[src/rtl/dseg_wr_arbiter.sv]
// Round-robin write arbiter for a shared 7-segment display register.
// After each granted write the display is held for HOLD_CYCLES cycles before the next grant.
//
// state | meaning
// IDLE  | sample req, grant the round-robin winner unless frozen
// WRITE | one-cycle EN/ack pulse for the granted requester
// HOLD  | display locked, counting up to HOLD_CYCLES-1
module dseg_wr_arbiter #(
    parameter int unsigned HOLD_CYCLES = 25000000
) (
    input  logic        clk,
    input  logic        rst,
    input  logic [3:0]  req,
    input  logic [31:0] data_i0,
    input  logic [31:0] data_i1,
    input  logic [31:0] data_i2,
    input  logic [31:0] data_i3,
    input  logic [7:0]  blink_i0,
    input  logic [7:0]  blink_i1,
    input  logic [7:0]  blink_i2,
    input  logic [7:0]  blink_i3,
    input  logic [7:0]  point_i0,
    input  logic [7:0]  point_i1,
    input  logic [7:0]  point_i2,
    input  logic [7:0]  point_i3,
    input  logic        freeze,
    output logic        EN,
    output logic [31:0] Data0,
    output logic [7:0]  les_out,
    output logic [7:0]  point_out,
    output logic [3:0]  ack,
    output logic        busy,
    output logic [1:0]  cur_ch
);

    typedef enum logic [1:0] {IDLE, WRITE, HOLD} state_t;

    localparam logic [31:0] HOLD_LAST = 32'(HOLD_CYCLES - 1);

    state_t      state;
    logic [31:0] hold_cnt;
    logic [1:0]  win;
    logic [1:0]  idx;
    logic        found;
    logic [31:0] sel_data;
    logic [7:0]  sel_blink;
    logic [7:0]  sel_point;

    // Search begins one past the last grant; i=4 wraps back onto cur_ch itself.
    always_comb begin
        win   = 2'd0;
        idx   = 2'd0;
        found = 1'b0;
        for (int i = 1; i <= 4; i++) begin
            idx = cur_ch + 2'(i);
            if (!found && req[idx]) begin
                win   = idx;
                found = 1'b1;
            end
        end
    end

    always_comb begin
        sel_data  = data_i0;
        sel_blink = blink_i0;
        sel_point = point_i0;
        case (win)
            2'd1: begin
                sel_data  = data_i1;
                sel_blink = blink_i1;
                sel_point = point_i1;
            end
            2'd2: begin
                sel_data  = data_i2;
                sel_blink = blink_i2;
                sel_point = point_i2;
            end
            2'd3: begin
                sel_data  = data_i3;
                sel_blink = blink_i3;
                sel_point = point_i3;
            end
            default: ;
        endcase
    end

    always_ff @(posedge clk) begin
        if (rst) begin
            state     <= IDLE;
            EN        <= 1'b0;
            ack       <= 4'b0000;
            busy      <= 1'b0;
            Data0     <= 32'h0;
            les_out   <= 8'h00;
            point_out <= 8'h00;
            cur_ch    <= 2'd3;
            hold_cnt  <= 32'd0;
        end else begin
            EN  <= 1'b0;
            ack <= 4'b0000;
            case (state)
                IDLE: begin
                    if (req != 4'b0000 && !freeze) begin
                        Data0     <= sel_data;
                        les_out   <= sel_blink;
                        point_out <= sel_point;
                        cur_ch    <= win;
                        EN        <= 1'b1;
                        ack       <= 4'b0001 << win;
                        busy      <= 1'b1;
                        state     <= WRITE;
                    end
                end
                WRITE: begin
                    hold_cnt <= 32'd0;
                    if (HOLD_CYCLES == 0) begin
                        state <= IDLE;
                        busy  <= 1'b0;
                    end else begin
                        state <= HOLD;
                        busy  <= 1'b1;
                    end
                end
                HOLD: begin
                    hold_cnt <= hold_cnt + 32'd1;
                    if (hold_cnt == HOLD_LAST) begin
                        state <= IDLE;
                        busy  <= 1'b0;
                    end
                end
                default: begin
                    state <= IDLE;
                    busy  <= 1'b0;
                end
            endcase
        end
    end

endmodule

[config.mk]
export PLATFORM = sky130hd
export DESIGN_NAME = dseg_wr_arbiter
export DESIGN_NICKNAME = d
export VERILOG_FILES = /design/src/rtl/dseg_wr_arbiter.sv
export SDC_FILE = /design/constraint.sdc
export NUM_CORES = 1
export LEC_CHECK = 0
export CORE_UTILIZATION = 35
export DETAILED_ROUTE_END_ITERATION = 16
export PLACE_DENSITY = 0.73
export SYNTH_ARGS = -nofsm -noshare
export SYNTH_HDL_FRONTEND = slang
export SYNTH_SLANG_ARGS = --single-unit
[constraint.sdc]
create_clock -name clk -period 2.12 [get_ports clk]
set_input_delay 0.318 -clock clk [delete_from_list [all_inputs] [get_ports clk]]
set_output_delay 0.318 -clock clk [all_outputs]
set_load 0.03 [all_outputs]
# --- Word level (Yosys, flattened, before mapping) ---
# Cells that the tools add are included.
word_totals:
  ff_bits: 90
  latchBits: 0
  mem_bits_rw: 0
  rom_bits: 0
  inputBits: 199
  out_inout_bits: 56
  wordCells: 69
  n_memories: 0
classes:
  add_sub_neg: 4
  mul: 0
  n_div: 0
  magnitude_cmp: 4
  n_eq_ne: 8
  n_shift: 1
  muxes: 26
  bitwise_logic: 2
  reduce_logical: 15
op_table:
  columns: ["op", "count"]
  rows:
  - ["$pmux W32 S3", 1]
  - ["$pmux W32 S2", 1]
  - ["$pmux W8 S3", 2]
  - ["$add A32 B1 Y32 const B", 1]
  - ["$eq A32 B25 Y1 const B", 1]
  - ["$lt A2 B3 Y1 const B", 4]
  - ["$mux W2", 6]
  - ["$mux W1", 10]
  - ["$bmux W1 S2", 4]
  - ["$eq A2 B2 Y1 const B", 3]
  - ["$pmux W2 S3", 1]
  - ["$add A2 B2 Y2 const B", 2]
  - ["$eq A2 B1 Y1 const B", 2]
  - ["$logic_and A1 B1 Y1", 4]
  - ["$logic_not A1 Y1", 4]
  - ["$ne A2 B2 Y1 const B", 2]
  - ["$reduce_and A2 Y1", 2]
  - ["$reduce_bool A4 Y1", 1]
  - ["$shl A1 B2 Y4 const A", 1]
  - ["$pmux W1 S3", 1]
  - ["$reduce_or A3 Y1", 1]
  - ["$add A2 B1 Y2 const B", 1]
  - ["$logic_not A2 Y1", 1]
  - ["$not A1 Y1", 2]
  - ["2 further kinds", 2]

# --- Depth between registers and ports, before layout ---
# Gate-level depths: netlist (run 1).
depth:
  ltp_word: 15
  depth_mapped: 9

# --- Least setup slack after synthesis (run 1) ---
# Ideal clock, no wire load.
synth_path:
  kind: "register -> register"
  start: "reg state[0]"
  end: "reg hold_cnt[22]"
  setup_time_ns: 0.128
  arrival_ns: 2.004
  slack_ns: -0.011
  path_stages_with_launch: 9
  period_less_slack_ns: 2.131
  cell_sequence: "dfxtp_1 > inv_1 > ha_1 > buf_2 > nand4_1 > or4_1 > nor3_1 > xnor2_1 > nor2_1"
synth_via:
  elab_chain_cells: 2
synth_lines:
  columns: ["item", "line_no", "source"]
  rows:
  - ["start: declaration", "40", "state_t state;"]
  - ["start signal: assignment", "89", "state <= IDLE;"]
  - ["start signal: assignment", "111", "state <= WRITE;"]
  - ["start signal: assignment", "117", "state <= IDLE;"]
  - ["$eq A2 B2 Y1 or $eq A2 B1 Y1 (tied branches)", "101", "case (state)"]
  - ["$pmux W32 S2 or $reduce_bool A2 Y1 (tied branches)", null, null]
  - ["end signal: assignment", "125", "hold_cnt <= hold_cnt + 32'd1;"]
  - ["end: declaration", "41", "logic [31:0] hold_cnt;"]
# Several ways; a longest one is shown, not always the timed one.
# A chain may end at the register's enable or synchronous reset.

# --- Final worst setup path (run 1) ---
layout_path:
  start: "in req[3]"
  end: "reg les_out[7]"
layout_via:
  elab_chain_cells: 14
layout_lines:
  columns: ["item", "line_no", "source"]
  rows:
  - ["start: declaration", "13", "input logic [3:0] req,"]
  - ["$bmux W1 S2", "56", "if (!found && req[idx]) begin"]
  - ["$mux W1 (not written as such)", "56", null]
  - ["$mux W1", "56", null]
  - ["$logic_not A1 Y1", "56", null]
  - ["$logic_and A1 B1 Y1", "56", null]
  - ["$mux W1", "56", null]
  - ["$logic_not A1 Y1", "56", null]
  - ["$logic_and A1 B1 Y1", "56", null]
  - ["$mux W1", "56", null]
  - ["$logic_not A1 Y1", "56", null]
  - ["$logic_and A1 B1 Y1", "56", null]
  - ["$mux W2", "56", null]
  - ["$eq A2 B2 Y1 or $eq A2 B1 Y1 (tied branches)", "67", "case (win)"]
  - ["$pmux W8 S3", "67", null]
  - ["end signal: assignment", "105", "les_out <= sel_blink;"]
  - ["end: declaration", "29", "output logic [7:0] les_out,"]
# Several ways; a longest one is shown, not always the timed one. The select of a mux whose other input is x is not followed.

==> results.sh, run 1 <==
export IMPL_dr_first_iter_drc_count=381
export IMPL_port_buffers=254
export IMPL_clock_path_buffers=2
export IMPL_htree_levels=3
export IMPL_hold_path_startpoint="busy$_SDFFE_PP0P_"
export IMPL_fmax_mhz=483
export IMPL_cellPowerDensity_nw_per_um2=680
export IMPL_combPwrFrac_pct=40.6
export IMPL_r2r_start="cur_ch[1]$_SDFFE_PP1P_"
export IMPL_switching_share_pct=32.2
export IMPL_grt_start_max_net_pins=43
export IMPL_route_final_wire_length_um=18400
export IMPL_cts_root_buf="clkbuf_16"
export IMPL_synth_area_um2=5460
export IMPL_worstMarginPinSlew_ns=0.401
export IMPL_async_reset_ff_share_pct=0
export IMPL_netlist_instances=569
export IMPL_cap_violations=0
export IMPL_p_int_mw=4.17
export IMPL_clk_pin_slew_ns=0.07
export IMPL_grt_remaining_overflow=0
export IMPL_critPathRequiredTime_ns=2.36
export IMPL_avgRoutedWirePerCell_um=17.6
export IMPL_numCtsBuffers=9
export IMPL_nFillCells=1306
export IMPL_antenna_found_initial=0
export IMPL_grt_usage_pct=22.3
export IMPL_die_y_um=127
export IMPL_drc=0
export IMPL_slowest_delay_ns=0.51
export IMPL_vias=5560
export IMPL_diodes=0
export IMPL_critPathLaunchType="input port"
export IMPL_max_slew_margin_pct=73.2
export IMPL_place_gp_congestion=0.903
export IMPL_path_cells="clkdlybuf4s50_1 -> nand2b_1 -> a21boi_2 -> o221a_4 -> buf_12 -> clkbuf_16 -> mux2_4 -> a221o_1"
export IMPL_finClkSkew_ns=0.00628
export IMPL_synth_seq_cells=90
export IMPL_cp_slowest_cell="clkdlybuf4s50_1"
export IMPL_min_path_type="flip-flop to flip-flop"
export IMPL_yosys_warnings=0
export IMPL_period_share_pct=97.7
export IMPL_syn_nets=772
export IMPL_insertion_delay_ns=0.35
export IMPL_placed_cells=1025
export IMPL_clkPwrFrac_pct=27.2
export IMPL_avgSynthCellArea_um2=9.60
export IMPL_cp_max_fo=13
export IMPL_cp_arrival_ns=2.31
export IMPL_hold_violations=0
export IMPL_layout_drive_gt1_share_pct=18.1
export IMPL_post_dp_hpwl_um=14000
export IMPL_first_pass_iters=5
export IMPL_synth_seq_area_share_pct=33.0
export IMPL_cp_end_kind="flip-flop"
export IMPL_leakage_nw=3.55
export IMPL_synthToLayoutAreaGrowth_pct=65.7
export IMPL_num_io_pins=255
export IMPL_seq_power_share_pct=32.2
export IMPL_dpl_instance_area_um2=8560
export IMPL_final_nets=1059
export IMPL_p_sw_mw=1.98
export IMPL_rsz0062_at_grt="no"
export IMPL_setup_worst_path_class="input port to flip-flop"
export IMPL_synth_edf_count=0
export IMPL_die_area_um2=16100
export IMPL_fin_crit_ns=2.07
export IMPL_viasPerCell=5.30
export IMPL_finalInstanceArea_um2=9050
export IMPL_synthFlopType="dfxtp_1"
export IMPL_setup_viol=0
export IMPL_status="complete, no violations"
export IMPL_start_util_pct=35.9
export IMPL_irDropWorstVdd_uv=494
export IMPL_synth_cell_types=51
export IMPL_crit_start="req[3]"
export IMPL_cts_sinks=90
export IMPL_grt_pass1_vias=5241
export IMPL_die_w_um=127
export IMPL_drv_slew=0
export IMPL_ant_nets=0
export IMPL_grt_pass1_wl_um=27700
export IMPL_layout_cells_non_filler=1049
export IMPL_ctsHoldBuffers=0
export IMPL_cts_tree="done"
export IMPL_num_rows=45
export IMPL_core_area_um2=15200
per-layer routing:
layer  routed length (µm)  track usage, %
met3                 1100            5.86
met2                 8890            36.8
met5                    0               0
met1                 7960            27.5
met4                  476            8.89
final timing paths:
path                                                 to  cells after the start  slack (ns)
worst max-delay path            les_out[7]$_SDFFE_PP0P_                      8        0.05
worst min-delay path                  busy$_SDFFE_PP0P_                      2        0.47
worst max register to register  les_out[7]$_SDFFE_PP0P_                      6        0.09
worst min register to register        busy$_SDFFE_PP0P_                      2        0.47
cells in the mapped netlist (10+ instances only):
cell,number,area (µm²)
nand3_1,105,526
dfxtp_1,90,1800
mux2i_1,51,510
a221o_1,47,470
mux2_4,44,661
nor2_1,35,131
clkbuf_1,26,97.6
xnor2_1,16,140
nand2_1,15,56.3
nor3_1,12,60.1
nand4_1,11,68.8
inv_1,10,37.5
xor2_1,10,87.6
critical path, delay by kind of cell:
kind            cells  cell delay, ns
buf+inv             3            0.84
simple gates        1            0.07
mux                 1            0.30
compound gates      3            0.76
cell type report:
| type | count | area (µm²) | area share, % |
|---|---|---|---|
| repair buffers | 324 | 3250 | 36.0 |
| inverters | 10 | 37.5 | 0.415 |
| clock buffers | 10 | 239 | 2.64 |
| well taps | 188 | 235 | 2.60 |
| multi-input cells | 421 | 3420 | 37.8 |
| clock inverters | 6 | 65.1 | 0.719 |
| flip-flops and latches | 90 | 1800 | 19.9 |
timing repair:
item | in CTS | in global routing
endpoints found under the setup margin | 0 | 45
buffers inserted | 0 | 6
resized for setup | 0 | 18
logic make-up after synthesis:
| logic type | synth area share (%) |
|---|---|
| mux | 22.5 |
| fa+ha+maj | 0.916 |
| buf+inv | 6.44 |
| xor+xnor | 4.17 |
| flops | 33.0 |
| compound gates | 11.8 |
| simple gates | 21.3 |
power by group through the flow:
| stage | sequential [mW] | clock [mW] | combinational (mW) |
|---|---|---|---|
| 6_report | 1.98 | 1.67 | 2.50 |
| 3_5_place_dp | 2.01 | 0 | 2.41 |
| 2_1_floorplan | 2.32 | 0 | 1.02 |
| 4_1_cts | 1.98 | 1.70 | 2.42 |
| 3_3_place_gp | 2.01 | 0 | 2.39 |
| 5_1_grt | 2.00 | 1.79 | 2.64 |
cells in the final DEF, fill, tap and decap left out, types with 6 or more instances in the layout:
master | synthesis | routed
clkdlybuf4s50_1 | 0 | 253
nand3_1 | 105 | 105
dfxtp_1 | 90 | 90
buf_4 | 1 | 54
mux2i_1 | 51 | 50
a221o_1 | 47 | 47
mux2_4 | 44 | 44
nor2_1 | 35 | 34
xnor2_1 | 16 | 16
nand2_1 | 15 | 15
nand4_1 | 11 | 11
clkbuf_16 | 0 | 11
buf_12 | 5 | 11
inv_1 | 10 | 10
xor2_1 | 10 | 10
nor3_1 | 12 | 8
nand2b_1 | 7 | 7
a21oi_1 | 6 | 6
through the flow:
step	setup TNS (ns)	utilization [%]	power [mW]	worst slack, ns	hold slack, ns
2_1_floorplan	0	-	3.34	0.0211	0.387
3_3_place_gp	-12.29	56.3	4.40	-0.282	0.452
3_5_place_dp	-13.37	56.3	4.42	-0.322	0.454
4_1_cts	0	58.3	6.10	0.0455	0.465
5_1_grt	0	59.5	6.43	0.00381	0.484
6_report	0	59.5	6.15	0.0493	0.465
flip-flops by register name, summed over array words and instances, names as in the netlist:
name,flops
hold_cnt,32
EN,1
les_out,8
state,2
busy,1
point_out,8
ack,4
cur_ch,2
Data0,32
Note: power is estimated with default switching activity, not from simulation.
==> inputs of run 2 (changes only) <==
--- a/config.mk
+++ b/config.mk
@@ -8,6 +8,8 @@
 export CORE_UTILIZATION = 35
 export DETAILED_ROUTE_END_ITERATION = 16
 export PLACE_DENSITY = 0.73
+export SKIP_LAST_GASP = 1
+export SLEW_MARGIN = 20
 export SYNTH_ARGS = -nofsm -noshare
 export SYNTH_HDL_FRONTEND = slang
 export SYNTH_SLANG_ARGS = --single-unit
==> results of run 2 <==
No change in the layout: final DEF, timing and power equal those of run 1.
==> inputs of run 3 (changes only) <==
--- a/config.mk
+++ b/config.mk
@@ -7,6 +7,7 @@
 export LEC_CHECK = 0
 export CORE_UTILIZATION = 35
 export DETAILED_ROUTE_END_ITERATION = 16
+export GPL_ROUTABILITY_DRIVEN = 0
 export PLACE_DENSITY = 0.73
 export SKIP_LAST_GASP = 1
 export SLEW_MARGIN = 20
==> results of run 3 <==
No change in the layout: final DEF, timing and power equal those of run 1.
